## src/rtl/rx_sync_ctrl_module.sv

```systemverilog
// rx_sync_ctrl_module: receive synchronisation sequencer.
// It takes a coarse SYNC hit, waits a programmable delay, opens a TR sync
// window with an optional timeout, and then tracks slot boundaries while locked.
// Optional build macro RX_SYNC_CTRL_DEBUG_EN adds a registered debug bus.
// Without the macro, debug_signal is tied to zero.
//
// state   | meaning
// SEARCH  | waiting for a coarse SYNC success pulse
// TR_WAIT | counting down the delay before the TR sync window
// TR_SYNC | TR sync window open (tr_syn_en_out high), timeout running
// LOCKED  | synchronised, slot counter running
module rx_sync_ctrl_module #(
  parameter logic [15:0] SLOT_CYCLES = 16'd2000
) (
  input  logic        logic_clk_in,
  input  logic        logic_rst_in,
  input  logic        coarse_syn_success_in,
  input  logic [4:0]  coarse_position_in,
  input  logic        tr_syn_success_in,
  input  logic        tr_syn_finish_in,
  input  logic [6:0]  tr_position_in,
  input  logic [15:0] tr_wait_cycles_in,
  input  logic [15:0] tr_timeout_in,
  input  logic        resync_req_in,
  output logic        tr_syn_en_out,
  output logic [1:0]  sync_state_out,
  output logic        sync_locked_out,
  output logic        slot_start_out,
  output logic [11:0] slot_offset_out,
  output logic [7:0]  fail_count_out,
  output logic [63:0] debug_signal
);

  typedef enum logic [1:0] {
    SEARCH  = 2'd0,
    TR_WAIT = 2'd1,
    TR_SYNC = 2'd2,
    LOCKED  = 2'd3
  } state_t;

  state_t      state, state_nxt;
  logic [15:0] wait_cnt, wait_cnt_nxt;
  logic [15:0] tmo_cnt, tmo_cnt_nxt;
  logic [15:0] slot_cnt, slot_cnt_nxt;
  logic [4:0]  coarse_pos, coarse_pos_nxt;
  logic [11:0] offset, offset_nxt;
  logic [7:0]  fail_cnt, fail_cnt_nxt;
  logic        tmo_hit;

  // A zero limit disables the timeout entirely.
  assign tmo_hit = (tr_timeout_in != 16'd0) && (tmo_cnt == (tr_timeout_in - 16'd1));

  // Next-state and counter update logic; resync overrides everything last.
  always_comb begin
    state_nxt      = state;
    wait_cnt_nxt   = wait_cnt;
    tmo_cnt_nxt    = tmo_cnt;
    slot_cnt_nxt   = slot_cnt;
    coarse_pos_nxt = coarse_pos;
    offset_nxt     = offset;
    fail_cnt_nxt   = fail_cnt;

    case (state)
      SEARCH: begin
        if (coarse_syn_success_in) begin
          state_nxt      = TR_WAIT;
          wait_cnt_nxt   = tr_wait_cycles_in;
          coarse_pos_nxt = coarse_position_in;
        end
      end
      TR_WAIT: begin
        if (wait_cnt == 16'd0) begin
          state_nxt   = TR_SYNC;
          tmo_cnt_nxt = 16'd0;
        end else begin
          wait_cnt_nxt = wait_cnt - 16'd1;
        end
      end
      TR_SYNC: begin
        if (tr_syn_finish_in) begin
          if (tr_syn_success_in) begin
            state_nxt    = LOCKED;
            offset_nxt   = {coarse_pos, tr_position_in};
            slot_cnt_nxt = 16'd0;
          end else begin
            state_nxt    = SEARCH;
            fail_cnt_nxt = (fail_cnt == 8'hFF) ? fail_cnt : fail_cnt + 8'd1;
          end
        end else if (tmo_hit) begin
          state_nxt    = SEARCH;
          fail_cnt_nxt = (fail_cnt == 8'hFF) ? fail_cnt : fail_cnt + 8'd1;
        end else begin
          tmo_cnt_nxt = (tmo_cnt == 16'hFFFF) ? tmo_cnt : tmo_cnt + 16'd1;
        end
      end
      LOCKED: begin
        slot_cnt_nxt = (slot_cnt == (SLOT_CYCLES - 16'd1)) ? 16'd0 : slot_cnt + 16'd1;
      end
      default: state_nxt = SEARCH;
    endcase

    if (resync_req_in) begin
      state_nxt      = SEARCH;
      wait_cnt_nxt   = 16'd0;
      tmo_cnt_nxt    = 16'd0;
      slot_cnt_nxt   = 16'd0;
      coarse_pos_nxt = coarse_pos;
      offset_nxt     = offset;
      fail_cnt_nxt   = fail_cnt;
    end
  end

  // State, counters and registered status outputs.
  always_ff @(posedge logic_clk_in or posedge logic_rst_in) begin
    if (logic_rst_in) begin
      state           <= SEARCH;
      wait_cnt        <= 16'd0;
      tmo_cnt         <= 16'd0;
      slot_cnt        <= 16'd0;
      coarse_pos      <= 5'd0;
      offset          <= 12'd0;
      fail_cnt        <= 8'd0;
      tr_syn_en_out   <= 1'b0;
      sync_locked_out <= 1'b0;
    end else begin
      state           <= state_nxt;
      wait_cnt        <= wait_cnt_nxt;
      tmo_cnt         <= tmo_cnt_nxt;
      slot_cnt        <= slot_cnt_nxt;
      coarse_pos      <= coarse_pos_nxt;
      offset          <= offset_nxt;
      fail_cnt        <= fail_cnt_nxt;
      tr_syn_en_out   <= (state_nxt == TR_SYNC);
      sync_locked_out <= (state_nxt == LOCKED);
    end
  end

  assign sync_state_out  = state;
  assign slot_start_out  = (state == LOCKED) && (slot_cnt == 16'd0);
  assign slot_offset_out = offset;
  assign fail_count_out  = fail_cnt;

`ifdef RX_SYNC_CTRL_DEBUG_EN
  logic [63:0] debug_q;

  // Snapshot of internal counters and event inputs, one cycle late.
  always_ff @(posedge logic_clk_in or posedge logic_rst_in) begin
    if (logic_rst_in) begin
      debug_q <= 64'd0;
    end else begin
      debug_q <= {slot_cnt, tmo_cnt, wait_cnt, fail_cnt, 3'd0,
                  resync_req_in, tr_syn_finish_in, coarse_syn_success_in, state};
    end
  end

  assign debug_signal = debug_q;
`else
  assign debug_signal = 64'd0;
`endif

endmodule
```

## config.mk

```make
export PLATFORM = sky130hd
export DESIGN_NAME = rx_sync_ctrl_module
export DESIGN_NICKNAME = d
export VERILOG_FILES = /design/src/rtl/rx_sync_ctrl_module.sv
export SDC_FILE = /design/constraint.sdc
export NUM_CORES = 1
export LEC_CHECK = 0
export BUFFER_PORTS_ARGS = -buffer_cell sky130_fd_sc_hd__buf_2
export CAP_MARGIN = 10
export CORE_ASPECT_RATIO = 1.4
export CORE_MARGIN = 8
export CORE_UTILIZATION = 57
export DETAILED_ROUTE_END_ITERATION = 10
export GPL_ROUTABILITY_DRIVEN = 0
export GPL_TIMING_DRIVEN = 0
export PLACE_DENSITY = 0.9
export SLEW_MARGIN = 20
export SYNTH_ARGS = -nofsm -noshare
export SYNTH_HDL_FRONTEND = slang
export SYNTH_SLANG_ARGS = --single-unit
```

## constraint.sdc

```tcl
create_clock -name logic_clk_in -period 4.5 [get_ports logic_clk_in]
set_input_delay 0.9 -clock logic_clk_in [delete_from_list [all_inputs] [get_ports logic_clk_in]]
set_output_delay 0.9 -clock logic_clk_in [all_outputs]
set_load 0.01 [all_outputs]
```

# Word level (Yosys, flattened, before mapping)
# Index checks and enable logic that the tools add are counted.
# classes
add_sub_neg	5
n_eq_ne	18
n_mux	26
n_bitwise	1
n_reduce_logical	16
# op_table
operator	n
16-bit two-way mux	12
16-bit one-hot mux with 2 select lines	3
16-bit by 1-bit adder with 16-bit output, second input constant	2
16-bit logical NOT	2
8-bit two-way mux	4
16-bit by 1-bit subtractor with 16-bit output, second input constant	2
3-bit != test, second input constant	8
16-bit by 11-bit equality test with 1-bit output, second input constant	1
16-bit equality test	1
16-bit equality test, second input constant	1
16-bit nonzero test	1
2-bit two-way mux	6
3-bit AND reduction	3
3-bit nonzero test	3
8-bit by 1-bit adder with 8-bit output, second input constant	1
2-bit equality test, second input constant	4
8-bit equality test, second input constant	1
4-bit AND reduction	2
2-bit one-hot mux with 3 select lines	1
5-bit AND reduction	1
2-bit by 1-bit equality test with 1-bit output, second input constant	1
1-bit logical AND	2
2-bit logical NOT	1
2-bit != test, second input constant	1
2 further kinds	2
# totals
register_bits	77
input_bits	50
output_inout_bits	89
wordCells	75

# Longest topological paths before layout
# depth
depth_word	8
mapped_depth	12
depth_no_buf	11

# Worst setup path after synthesis
# Ideal clock, no wire load.
# synth_timing
path_type	input to register
from	in tr_timeout_in[0]
to	reg fail_cnt[1] (netlist: fail_count_out[1])
setup_time_ns	0.128
arrival_ns	3.363
path_slack_ns	1.009
stages	10
path_buffers	0
path_cell_list	inv_1 ha_1 or4b_4 o41a_1 nor4b_1 a21oi_1 o21a_1 o41ai_4 o211ai_4 mux2_1
# synth_between
elab_chain_cells	5
# synth_lines
item	line_no	text
from (decl)	23	input logic [15:0] tr_timeout_in,
16-bit by 1-bit subtractor with 16-bit output	51	assign tmo_hit = (tr_timeout_in != 16'd0) && (tmo_cnt == (tr_timeout_in - 16'd1));
16-bit equality test	51	
1-bit logical AND (*)	51	
2-bit nonzero test (no source line) (*)	--	
4-bit AND reduction (no source line) (*)	--	
to (signal assigned)	132	fail_cnt <= fail_cnt_nxt;
to (decl)	47	logic [7:0] fail_cnt, fail_cnt_nxt;
# Mark *: on every way between the ends. The rest lies on a longest branch, timed or not.
# A chain may end at the register's enable or synchronous reset.

# Final worst setup path
# layout_timing
from	in tr_timeout_in[0]
to	reg tmo_cnt[5]
# layout_between
elab_chain_cells	5
# layout_lines
item	line_no	text
16-bit by 1-bit subtractor with 16-bit output	51	
16-bit equality test	51	
1-bit logical AND (*)	51	
3-bit != test (no source line) (*)	--	
5-bit AND reduction (no source line) (*)	--	
to (signal assigned)	128	tmo_cnt <= tmo_cnt_nxt;
to (decl)	43	logic [15:0] tmo_cnt, tmo_cnt_nxt;
# Marks and branches as above.

==> impl_metrics.csv <==
group,metric,value,unit
drt,drtPass1Iterations,4,
global_route,grt_pass1_wl,20500,µm
critical_path,cp_slowest_cell,"or4b_4",
timing,fin_setup_tns,0,ns
layout,drive_above_1_share,26.5,%
global_route,grt_pass1_vias,4525,
logic_synthesis,synth_top_area_share,38.2,%
timing,setup_ws,0.816,ns
timing,clock_skew,0.00856,ns
outcome,status,"completed",
logic_synthesis,async_flop_share,100,%
critical_path,required,4.71,ns
logic_synthesis,synthTopCellsByArea,"dfrtp_1, buf_4, mux2_2, nor2_1, nand2_1",
min_path,hp-class,"reg2reg",
pwr,clkPwrFrac,37.1,%
critical_path,r2r-end,"tmo_cnt[15]",
pwr,peakVddDrop,375,µV
pwr,combPwrFrac,20.2,%
logic_synthesis,synth_top_area_cell,"dfrtp_1",
pwr,p_seq_share,42.7,%
clock_tree,cts_root_buffer,"clkbuf_16",
drt,wire_per_inst,15.3,µm
logic_synthesis,synthesis.instances,561,
die,die_area,12200,µm²
die,fp.coreArea,8610,µm²
critical_path,path_cells,"buf_2, inv_1, ha_1, or4b_4, or3_1, a211o_1, nand2_1, nand4_1, o31ai_4, a211o_1, buf_6, xor2_1, nor2_1",
placement,postPlaceCellArea,5800,µm²
placement,pre_cts_ws,0.495,ns
die,die_x,95.5,µm
timing,period_needed,3.68,ns
layout,diodes,0,
pwr,leakagePower,3.00,nW
die,initial_core_util,58.6,%
clock_tree,cts_hold_buffers,0,
layout,final_cell_area,6090,µm²
pwr,p_per_area,299,nW/µm²
run,maxCapViolCount,0,
timing,report.final.slew_viol_count,0,
critical_path,cp-start-kind,"input port",
clock_tree,clock-sinks,77,
timing,worst_hold_slack,0.488,ns
critical_path,reg2reg_from,"wait_cnt[0]",
placement,io_buffers,72,
drt,remaining_drc_errors,0,
clock_tree,cts_tree,"done",
global_route,grt.overflow.total,0,
clock_tree,numCtsBuffers,9,
global_route,antenna_found_initial,0,
die,rows,40,
logic_synthesis,synth_seq_cells,77,
logic_synthesis,yosys_warnings,0,
pwr,internal_power,1.30,mW
logic_synthesis,yosysMostFrequentCell,"dfrtp_1",
critical_path,crit_buf_inv,3,
clock_tree,clock_path_buffers,2,
critical_path,critPathMaxStageDelay,0.53,ns
timing,max_slew_margin,40.6,%
min_path,hp-start,"fail_count_out[4]",
pwr,p_sw,0.521,mW
critical_path,r2r_cells,12,
clock_tree,insertion_delay,0.34,ns
logic_synthesis,synth.avg_cell_area,8.99,µm²
layout,areaGrowthSynthToFinish,20.7,%
critical_path,reg2reg_slack,1.13,ns
logic_synthesis,ys_seq_area_share,38.2,%
min_path,hold_end,"fail_count_out[4]",
clock_tree,ctsResizeCount,0,
logic_synthesis,synth_common_cells,"dfrtp_1, buf_4, nor2_1, nand2_1, o21ai_0",
critical_path,critPathMaxFanout,10,
drt,ant_nets,0,
clock_tree,cts_setup_buffers,0,
logic_synthesis,synth-edff-count,0,
global_route,grt_max_degree,52,
clock_tree,htree_levels,3,
layout,multi_input_area,2730,µm²
timing,timing.final.crit_share,81.9,%
critical_path,crit_top_cell,"a211o_1",
critical_path,worst_ep_arrival_time,3.89,ns
pwr,switching_share,28.6,%
logic_synthesis,ys.flop_type,"dfrtp_1",
timing,grt_setup_unrepaired,"false",
layout,fill_cells,649,
timing,hold_viol,0,
drt,drt_iter0_drc,302,
logic_synthesis,synth.distinct_cells,64,
timing,setup_violations,0,
min_path,hold-path-cell-count,1,
die,ios,139,
timing,fmax,271,MHz
drt,vias_per_cell,5.49,
placement,dpl.hpwl,9570,µm
clock_tree,clk_pin_slew_worst_paths,0.06,ns
critical_path,end_kind,"register",
layout,nets,764,
die,die_y,127,µm
layout,register_area,1930,µm²
critical_path,crit_type,"in2reg",
global_route,grt_use_total,20.8,%
drt,num_vias,4492,
logic_synthesis,netlist_area,5040,µm²
critical_path,crit_family,"simple AND/OR/NAND/NOR gates",
timing,worstMarginPinSlew,0.886,ns
drt,drt_wl_total,12500,µm
-- worst max-delay path by stage --
stage	from	end	slack [ns]	depth (start not counted)
2_1_floorplan	tr_timeout_in[0]	fail_count_out[1]	1.01	10
3_3_place_gp	tr_timeout_in[0]	tmo_cnt[8]	0.63	12
3_5_place_dp	tr_timeout_in[0]	tmo_cnt[5]	0.50	13
4_1_cts	tr_timeout_in[0]	tmo_cnt[6]	0.84	12
5_1_grt	tr_timeout_in[0]	tmo_cnt[6]	0.60	12
6_report	tr_timeout_in[0]	tmo_cnt[5]	0.82	13
-- power groups by stage --
| stage | Clock, mW | Combinational (mW) | Sequential [mW] |
|---|---|---|---|
| 6_report | 0.676 | 0.368 | 0.776 |
| 3_5_place_dp | 0 | 0.360 | 0.787 |
| 4_1_cts | 0.686 | 0.362 | 0.775 |
| 5_1_grt | 0.709 | 0.407 | 0.782 |
| 2_1_floorplan | 0 | 0.256 | 0.786 |
| 3_3_place_gp | 0 | 0.342 | 0.783 |
-- layout by cell type, fill, tap and decap left out, types with 9 or more instances in the layout --
cell	n
buf_4	64
clkbuf_16	9
nor2_1	54
nor3_1	17
buf_2	74
clkbuf_1	14
or3_1	11
xnor2_1	18
o21ai_0	30
inv_1	20
nand2_1	52
conb_1	64
xor2_1	19
a211oi_1	10
mux2_2	18
a21oi_1	21
dfrtp_1	77
nand3_1	22
-- cell type report --
| class | instances | area share (%) |
|---|---|---|
| clock buffer | 13 | 4.28 |
| sequential | 77 | 31.7 |
| multi-input combinational | 446 | 44.8 |
| clock inverter | 3 | 0.329 |
| timing repair buffer | 73 | 6.37 |
| tap | 105 | 2.16 |
| inverter | 21 | 1.34 |
| buffer | 80 | 9.05 |
-- state kept, by name, summed over array words and instances (netlist names) --
signal and flops:
coarse_pos 5, fail_count_out 8, slot_cnt 16, slot_offset_out 12, sync_locked_out 1, sync_state_out 2
tmo_cnt 16, tr_syn_en_out 1, wait_cnt 16
-- stage by stage --
step	total power, mW	instances	utilization (%)
floorplan	1.04	624	-
global placement	1.13	801	67.0
detailed placement	1.15	802	67.4
CTS	1.82	818	70.6
global route	1.90	818	70.7
finish	1.82	818	70.7
-- layer usage --
layer,vias up,routed length (µm),track usage (%)
met4,0,403,10.6
li1,2143,-,-
met3,40,1090,4.92
met5,-,0,0
met2,191,6580,36.4
met1,2118,4450,22.4
-- kinds of logic (layout without fill, tap and decap cells) --
family,Yosys count,in the layout,synth area share [%]
buffers and inverters,101,190,12.5
AO/OA/AOI/OAI,106,106,15.1
AND/OR/NAND/NOR,210,210,21.2
other,1,64,0.0744
multiplexers,23,23,5.04
flip-flops,77,77,38.2
XOR/XNOR,37,37,6.43
adder cells (fa/ha/maj),6,6,1.49
No activity file was read; power rests on OpenSTA's default activity.
